$ cat config.mk
export PLATFORM = sky130hd
export DESIGN_NAME = ysyx_23060171_ifu_flat
export DESIGN_NICKNAME = d
export VERILOG_FILES = /design/src/rtl/ysyx_23060171_ifu_if.sv /design/src/rtl/ysyx_23060171_ifu.sv /design/src/flat_wrapper.sv
export SDC_FILE = /design/constraint.sdc
export NUM_CORES = 1
export LEC_CHECK = 0
export CORE_MARGIN = 1
export CORE_UTILIZATION = 42
export CTS_BUF_LIST = sky130_fd_sc_hd__clkbuf_2 sky130_fd_sc_hd__clkbuf_4 sky130_fd_sc_hd__clkbuf_8
export DETAILED_ROUTE_END_ITERATION = 6
export PLACE_DENSITY = 0.81
export SLEW_MARGIN = 40
export SYNTH_ARGS = -nofsm -noshare
export SYNTH_HDL_FRONTEND = slang
export SYNTH_SLANG_ARGS = --single-unit
export TNS_END_PERCENT = 30
$ cat constraint.sdc
create_clock -name clk -period 2.2 [get_ports clk]
set_clock_uncertainty 0.05 [all_clocks]
set_input_delay 0.44 -clock clk [delete_from_list [all_inputs] [get_ports clk]]
set_output_delay 0.44 -clock clk [all_outputs]
set_load 0.005 [all_outputs]
$ cat src/rtl/ysyx_23060171_ifu_if.sv
// Fetch-side bus bundle: write-back npc offer, AXI-lite read channel, and the decode handshake.
// Valid/ready rule for every channel here: a transfer happens on a rising edge where both are 1; once valid is raised, payload holds until then.
interface ysyx_23060171_ifu_if;
  logic        npc_valid;
  logic [31:0] npc;
  logic        npc_ready;
  logic [31:0] araddr;
  logic        arvalid;
  logic        arready;
  logic [31:0] rdata;
  logic [1:0]  rresp;
  logic        rvalid;
  logic        rready;
  logic [31:0] inst;
  logic [31:0] pc;
  logic        inst_valid;
  logic        inst_ready;
  logic        fault;

  modport master (
    input  npc_valid, npc, arready, rdata, rresp, rvalid, inst_ready,
    output npc_ready, araddr, arvalid, rready, inst, pc, inst_valid, fault
  );

  modport slave (
    output npc_valid, npc, arready, rdata, rresp, rvalid, inst_ready,
    input  npc_ready, araddr, arvalid, rready, inst, pc, inst_valid, fault
  );
endinterface

$ cat src/rtl/ysyx_23060171_ifu.sv
// Multi-cycle instruction fetch: one AXI-lite read per instruction, result handed to decode.
// Optional macro YSYX_23060171_IFU_ALIGN_CHK_EN faults misaligned PCs without issuing a read.
module ysyx_23060171_ifu #(
  parameter logic [31:0] RESET_PC = 32'h8000_0000
) (
  input  logic                       clk,
  input  logic                       rst_n,
  ysyx_23060171_ifu_if.master        bus,
  output logic [31:0]                fetch_cnt,
  output logic [1:0]                 dbg_state
);

  typedef enum logic [1:0] {
    S_ADDR    = 2'd0,
    S_DATA    = 2'd1,
    S_OUT     = 2'd2,
    S_WAIT_PC = 2'd3
  } state_e;

  state_e      state_q;
  logic [31:0] pc_q;
  logic [31:0] inst_q;
  logic        fault_q;
  logic [31:0] cnt_q;
  logic        misaligned;

`ifdef YSYX_23060171_IFU_ALIGN_CHK_EN
  assign misaligned = (pc_q[1:0] != 2'b00);
`else
  assign misaligned = 1'b0;
`endif

  always_ff @(posedge clk or negedge rst_n) begin
    if (!rst_n) begin
      state_q <= S_ADDR;
      pc_q    <= RESET_PC;
      inst_q  <= 32'h0;
      fault_q <= 1'b0;
      cnt_q   <= 32'h0;
    end else begin
      case (state_q)
        S_ADDR: begin
          // A misaligned PC skips the bus entirely and reports a fault directly.
          if (misaligned) begin
            inst_q  <= 32'h0;
            fault_q <= 1'b1;
            state_q <= S_OUT;
          end else if (bus.arready) begin
            state_q <= S_DATA;
          end
        end
        S_DATA: begin
          if (bus.rvalid) begin
            inst_q  <= bus.rdata;
            fault_q <= (bus.rresp != 2'b00);
            state_q <= S_OUT;
          end
        end
        S_OUT: begin
          if (bus.inst_ready) begin
            cnt_q   <= cnt_q + 32'd1;
            state_q <= S_WAIT_PC;
          end
        end
        S_WAIT_PC: begin
          if (bus.npc_valid) begin
            pc_q    <= bus.npc;
            state_q <= S_ADDR;
          end
        end
        default: state_q <= S_ADDR;
      endcase
    end
  end

  // Handshake outputs decode only registered state, so no input reaches an output combinationally.
  assign bus.arvalid    = (state_q == S_ADDR) && !misaligned;
  assign bus.rready     = (state_q == S_DATA);
  assign bus.inst_valid = (state_q == S_OUT);
  assign bus.npc_ready  = (state_q == S_WAIT_PC);
  assign bus.araddr     = pc_q;
  assign bus.pc         = pc_q;
  assign bus.inst       = inst_q;
  assign bus.fault      = fault_q;
  assign fetch_cnt      = cnt_q;
  assign dbg_state      = state_q;

endmodule

$ cat src/flat_wrapper.sv
// flat-port wrapper written by rule: the top's interface ports become plain ports
module ysyx_23060171_ifu_flat 
#(
  parameter logic [31:0] RESET_PC = 32'h8000_0000
)
  (clk, rst_n, fetch_cnt, dbg_state, bus_npc_valid, bus_npc, bus_arready, bus_rdata, bus_rresp, bus_rvalid, bus_inst_ready, bus_npc_ready, bus_araddr, bus_arvalid, bus_rready, bus_inst, bus_pc, bus_inst_valid, bus_fault);
  ysyx_23060171_ifu_if bus_i ();
  input  logic clk;
  input  logic rst_n;
  output logic [31:0] fetch_cnt;
  output logic [1:0] dbg_state;
  input wire logic [$bits(bus_i.npc_valid)-1:0] bus_npc_valid;
  input wire logic [$bits(bus_i.npc)-1:0] bus_npc;
  input wire logic [$bits(bus_i.arready)-1:0] bus_arready;
  input wire logic [$bits(bus_i.rdata)-1:0] bus_rdata;
  input wire logic [$bits(bus_i.rresp)-1:0] bus_rresp;
  input wire logic [$bits(bus_i.rvalid)-1:0] bus_rvalid;
  input wire logic [$bits(bus_i.inst_ready)-1:0] bus_inst_ready;
  output wire logic [$bits(bus_i.npc_ready)-1:0] bus_npc_ready;
  output wire logic [$bits(bus_i.araddr)-1:0] bus_araddr;
  output wire logic [$bits(bus_i.arvalid)-1:0] bus_arvalid;
  output wire logic [$bits(bus_i.rready)-1:0] bus_rready;
  output wire logic [$bits(bus_i.inst)-1:0] bus_inst;
  output wire logic [$bits(bus_i.pc)-1:0] bus_pc;
  output wire logic [$bits(bus_i.inst_valid)-1:0] bus_inst_valid;
  output wire logic [$bits(bus_i.fault)-1:0] bus_fault;
  assign bus_i.npc_valid = bus_npc_valid;
  assign bus_i.npc = bus_npc;
  assign bus_i.arready = bus_arready;
  assign bus_i.rdata = bus_rdata;
  assign bus_i.rresp = bus_rresp;
  assign bus_i.rvalid = bus_rvalid;
  assign bus_i.inst_ready = bus_inst_ready;
  assign bus_npc_ready = bus_i.npc_ready;
  assign bus_araddr = bus_i.araddr;
  assign bus_arvalid = bus_i.arvalid;
  assign bus_rready = bus_i.rready;
  assign bus_inst = bus_i.inst;
  assign bus_pc = bus_i.pc;
  assign bus_inst_valid = bus_i.inst_valid;
  assign bus_fault = bus_i.fault;
  ysyx_23060171_ifu #(.RESET_PC(RESET_PC)) u_core (.clk(clk), .rst_n(rst_n), .bus(bus_i), .fetch_cnt(fetch_cnt), .dbg_state(dbg_state));
endmodule
; Word level (Yosys, flattened, before mapping)
; Index checks and enable logic that the tools add are counted.
[totals]
register_bits = 99
in_bits = 72
output_inout_bits = 135
elab_cells = 24
[op_classes]
n_addsub = 1
eq_ne = 7
n_mux = 5
reduce_logical = 6
[ops]
columns = op, count
row1 = $add A32 B1 Y32 const B, 1
row2 = $mux W2, 4
row3 = $ne A2 B2 Y1 const B, 4
row4 = $pmux W2 S4, 1
row5 = $reduce_and A2 Y1, 3
row6 = $eq A2 B2 Y1 const B, 2
row7 = $reduce_and A4 Y1, 1
row8 = $eq A2 B1 Y1 const B, 1
row9 = $logic_not A2 Y1, 1
row10 = $reduce_bool A2 Y1, 1

; Longest topological paths before layout
[logic_depth]
ltp_word = 3
ltp_mapped = 7
ltp_nobuf = 6

; Least setup slack after synthesis
; No wires, ideal clock.
[synth_timing]
path_type = flip-flop to flip-flop
from = register u_core.state_q[0], in the netlist u_core.dbg_state[0]
to = register u_core.cnt_q[26], in the netlist u_core.fetch_cnt[26]
setup_ns = 0.124
arrival_time_ns = 1.648
required_ns = 2.026
setup_slack_ns = 0.378
path_stages_with_launch = 7
cell_sequence = dfrtp_1 > inv_1 > ha_1 > nand4_1 > nor2_1 > nand4b_1 > xnor2_1
[synth_between]
elab_chain_len = 2
[synth_rtl]
columns = item, line_no
row1 = start: declaration, ysyx_23060171_ifu.sv:20  ; state_e state_q;
row2 = start signal: assignment, ysyx_23060171_ifu.sv:35  ; state_q <= S_ADDR;
row3 = start signal: assignment, ysyx_23060171_ifu.sv:47  ; state_q <= S_OUT;
row4 = start signal: assignment, ysyx_23060171_ifu.sv:49  ; state_q <= S_DATA;
row5 = $eq A2 B2 Y1, -
row6 = net bus_inst_valid, flat_wrapper.sv:25  ; output wire logic [$bits(bus_i.inst_valid)-1:0] bus_inst_valid;
row7 = $reduce_and A2 Y1 (no line), -
row8 = end signal: assignment, ysyx_23060171_ifu.sv:61  ; cnt_q <= cnt_q + 32'd1;
row9 = end: declaration, ysyx_23060171_ifu.sv:24  ; logic [31:0] cnt_q;
; The timed path passes the listed nets, and every way through them passes these cells.
; A chain may end at the register's enable or synchronous reset.

; Final worst setup path
[layout_timing]
from = register u_core.state_q[0], in the netlist u_core.dbg_state[0]
to = output bus_arvalid
[layout_between]
elab_chain_len = 1
[layout_rtl]
columns = item, line_no
row1 = $logic_not A2 Y1, ysyx_23060171_ifu.sv:77  ; assign bus.arvalid = (state_q == S_ADDR) && !misaligned;
row2 = end: declaration, flat_wrapper.sv:21  ; output wire logic [$bits(bus_i.arvalid)-1:0] bus_arvalid;
; No other way between the ends.

==> out/metrics.csv <==
stage,metric,value,unit
place,gp_congestion,0.753,
timing,setup_viol,0,
yosys,syn_nets,394,
yosys,synth_seq_area_share,57.6,%
finish,fin_cells,641,
run_status,outcome,completed,
pwr,p_sw_share,27.4,%
finish,syn2layout_area_growth,53.0,%
floorplanning,die_h,103,µm
yosys,synthDistinctLibCells,29,
clock_network,cts_inserted_buffers,9,
floorplanning,ioPinCount,207,
timing,rsz0062_at_grt,false,
floorplanning,row_count,36,
yosys,synth_area_leader_cell,dfrtp_1,
yosys,synth_edf_count,0,
yosys,ys_top_cells_by_area,"dfrtp_1, mux2_2, buf_4",
clock_network,cts_htree_levels,3,
yosys,synth-warning-count,0,
drt,drc,0,
timing,slew_violations,0,
pwr,vdd_drop_max,0.513,mV
floorplanning,dieArea,0.0106,mm²
finish,finalNetCount,581,
job,drv_cap,0,
global_routing,grt_antenna_before_repair,0,
global_routing,grt_pass1_vias,3084,
timing,final-hold-violation-count,0,
drt,detail_route.wl_per_cell,15.8,µm
worst_setup_path,cp_max_fo,4,
worst_setup_path,criticalPathCategory,reg2out,
timing,finalCritPeriodShare,96.6,%
worst_setup_path,end_kind,output pin,
pwr,internal-power,5650,µW
finish,num_antenna_cells,0,
worst_setup_path,crit_path_start_kind,flop,
floorplanning,initial_utilization,43.6,%
global_routing,grt_pass1_wl,15300,µm
timing,tightest_slew,0.415,ns
yosys,synth_seq_cells,99,
pwr,seq_power_share,38.3,%
global_routing,grt_max_degree,42,
drt,routed_wl,10100,µm
floorplanning,die-width,103,µm
drt,drtIter0Drc,70,
worst_setup_path,critPathRequiredTime,1.71,ns
yosys,synth_top_cell_area_share,57.0,%
timing,max-slew-margin-rel,72.3,%
hold_path,hold_path.class,reg2reg,
clock_network,cts_max_path_buffers,2,
clock_network,cts_tree,yes,
clock_network,clkTransAtPathRegs,0.10,ns
yosys,synthCells,316,
timing,max_freq,471,MHz
drt,num_vias,3085,
drt,first_pass_iters,4,
finish,drive_gt1_share,20.5,%
yosys,async_flop_share,100,%
pwr,power,7780,µW
place,numPortBuffers,206,
timing,tns,0,ns
drt,ant_nets,0,
yosys,synth_area,0.00430,mm²
worst_setup_path,arrival,1.63,ns
clock_network,numClockSinks,99,
clock_network,clk_latency,0.36,ns
place,dp.cells,622,
pwr,power_frac_clock,15.6,%
finish,fillCellCount,736,
floorplanning,core,0.00986,mm²
pwr,total_leakage_power,0.00282,µW
drt,via_per_inst,4.81,
pwr,p_comb_share,46.1,%
pwr,power_density,1180,mW/mm²
place,dp_hpwl,7650,µm
yosys,syn_area_per_cell,13.6,µm²
clock_network,root_buffer,clkbuf_8,
pwr,power.switching,2130,µW
global_routing,grt-ovfl-total,0,
global_routing,grt_use_total,19.2,%
timing,min_period,2.12,ns
yosys,synth_flop_cell,dfrtp_1,
-- cells in the final DEF, fill, tap and decap left out, types with 2 or more instances in the layout --
| master | n |
|---|---|
| and3_1 | 7 |
| nand4b_1 | 2 |
| mux2_2 | 66 |
| buf_12 | 3 |
| nand4_1 | 15 |
| buf_4 | 8 |
| xor2_1 | 6 |
| nor2_1 | 7 |
| dfrtp_1 | 97 |
| clkinv_2 | 2 |
| nand3_1 | 10 |
| inv_1 | 7 |
| clkdlybuf4s50_1 | 204 |
| xnor2_1 | 25 |
| ha_1 | 4 |
| clkbuf_8 | 11 |
| nor4_4 | 2 |
| nand2_1 | 12 |
-- flip-flops by register name, summed over array words and instances, names as in the netlist --
register           flops
u_core.bus.araddr     32
u_core.bus.fault       1
u_core.bus.inst       32
u_core.dbg_state       2
u_core.fetch_cnt      32
-- critical path, cell delays in order, from the launching register on --
cell and delay [ns]:
dfrtp_1 0.43, inv_2 0.13, ha_1 0.18, clkdlybuf4s50_1 0.54
-- final cells by class --
type / instances / area [µm²] / share of cell area (%)
inverter: 8 / 30.0 / 0.456
tap: 133 / 166 / 2.53
clock buffer: 12 / 159 / 2.42
sequential: 99 / 2480 / 37.7
clock inverter: 4 / 48.8 / 0.742
timing repair buffer: 217 / 2180 / 33.1
multi-input combinational: 168 / 1510 / 23.0
-- cell families after synthesis --
kind of cell	Yosys count	synth area share, %
xor gates and xnor gates	31	6.31
buffers and inverters	49	7.51
AOI/OAI and AO/OA	3	0.466
adders and majority gates	6	1.75
DFF	99	57.6
and+or+nand+nor	61	8.82
muxes	67	17.5
-- metrics by stage --
stage / utilization [%] / setup WS, ns / hold slack, ns / area, µm²
6_report: 66.7 / 0.0752 / 0.446 / 6580
5_1_grt: 66.7 / 0.00532 / 0.475 / 6580
4_1_cts: 66.5 / 0.0296 / 0.454 / 6560
3_5_place_dp: 64.2 / 0.0132 / 0.355 / 6330
3_3_place_gp: 64.2 / 0.0953 / 0.345 / 6330
2_1_floorplan: - / 0.378 / 0.0944 / 4300
-- cell usage after synthesis, types with 2 or more instances --
master,number
and3_1,7
nand4b_1,2
ha_1,6
xnor2_1,25
nand3_1,10
buf_1,3
nand2_1,12
nor2_1,7
buf_4,32
buf_6,2
inv_1,8
mux2_2,66
dfrtp_1,98
buf_2,3
nor4_4,2
nand4_1,15
xor2_1,6
-- power by group through the flow --
stage / sequential, µW / clock, µW / combinational (µW)
finish: 2980 / 1210 / 3590
global route: 3070 / 1330 / 3920
CTS: 3000 / 1260 / 3620
detailed placement: 3030 / 0 / 3590
global placement: 2960 / 0 / 3510
floorplan: 3020 / 0 / 1480
-- layer usage --
layer / global-route usage [%] / up-vias / wire, µm
met5: 0 / - / 0
met1: 22.6 / 1502 / 3950
met2: 33.2 / 133 / 5210
met4: 10.3 / 0 / 317
li1: - / 1427 / -
met3: 3.90 / 23 / 616
-- path summary, 6_finish.rpt --
| path | start | to | slack [ns] | cells after the start |
|---|---|---|---|---|
| worst max-delay path | u_core.dbg_state[0]$_DFFE_PN0P_ | bus_arvalid | 0.08 | 3 |
| worst min-delay path | u_core.bus.fault$_DFFE_PN0P_ | u_core.bus.fault$_DFFE_PN0P_ | 0.45 | 2 |
| worst max register to register | u_core.dbg_state[0]$_DFFE_PN0P_ | u_core.fetch_cnt[18]$_DFFE_PN0P_ | 0.34 | 6 |
| worst min register to register | u_core.bus.fault$_DFFE_PN0P_ | u_core.bus.fault$_DFFE_PN0P_ | 0.45 | 2 |
| max in group asynchronous | rst_n | u_core.bus.araddr[31]$_DFFE_PN1P_ | 0.97 | 3 |
| min in group asynchronous | rst_n | u_core.bus.inst[28]$_DFFE_PN0P_ | 0.48 | 2 |
-- repair_timing --
item                       4_1_cts  5_1_grt
hold buffers                     1        0
hold endpoints to repair        27        0
resized for setup                6        0
setup endpoints to repair        2        2
setup buffers                    0        2
No activity file was read; power rests on OpenSTA's default activity.
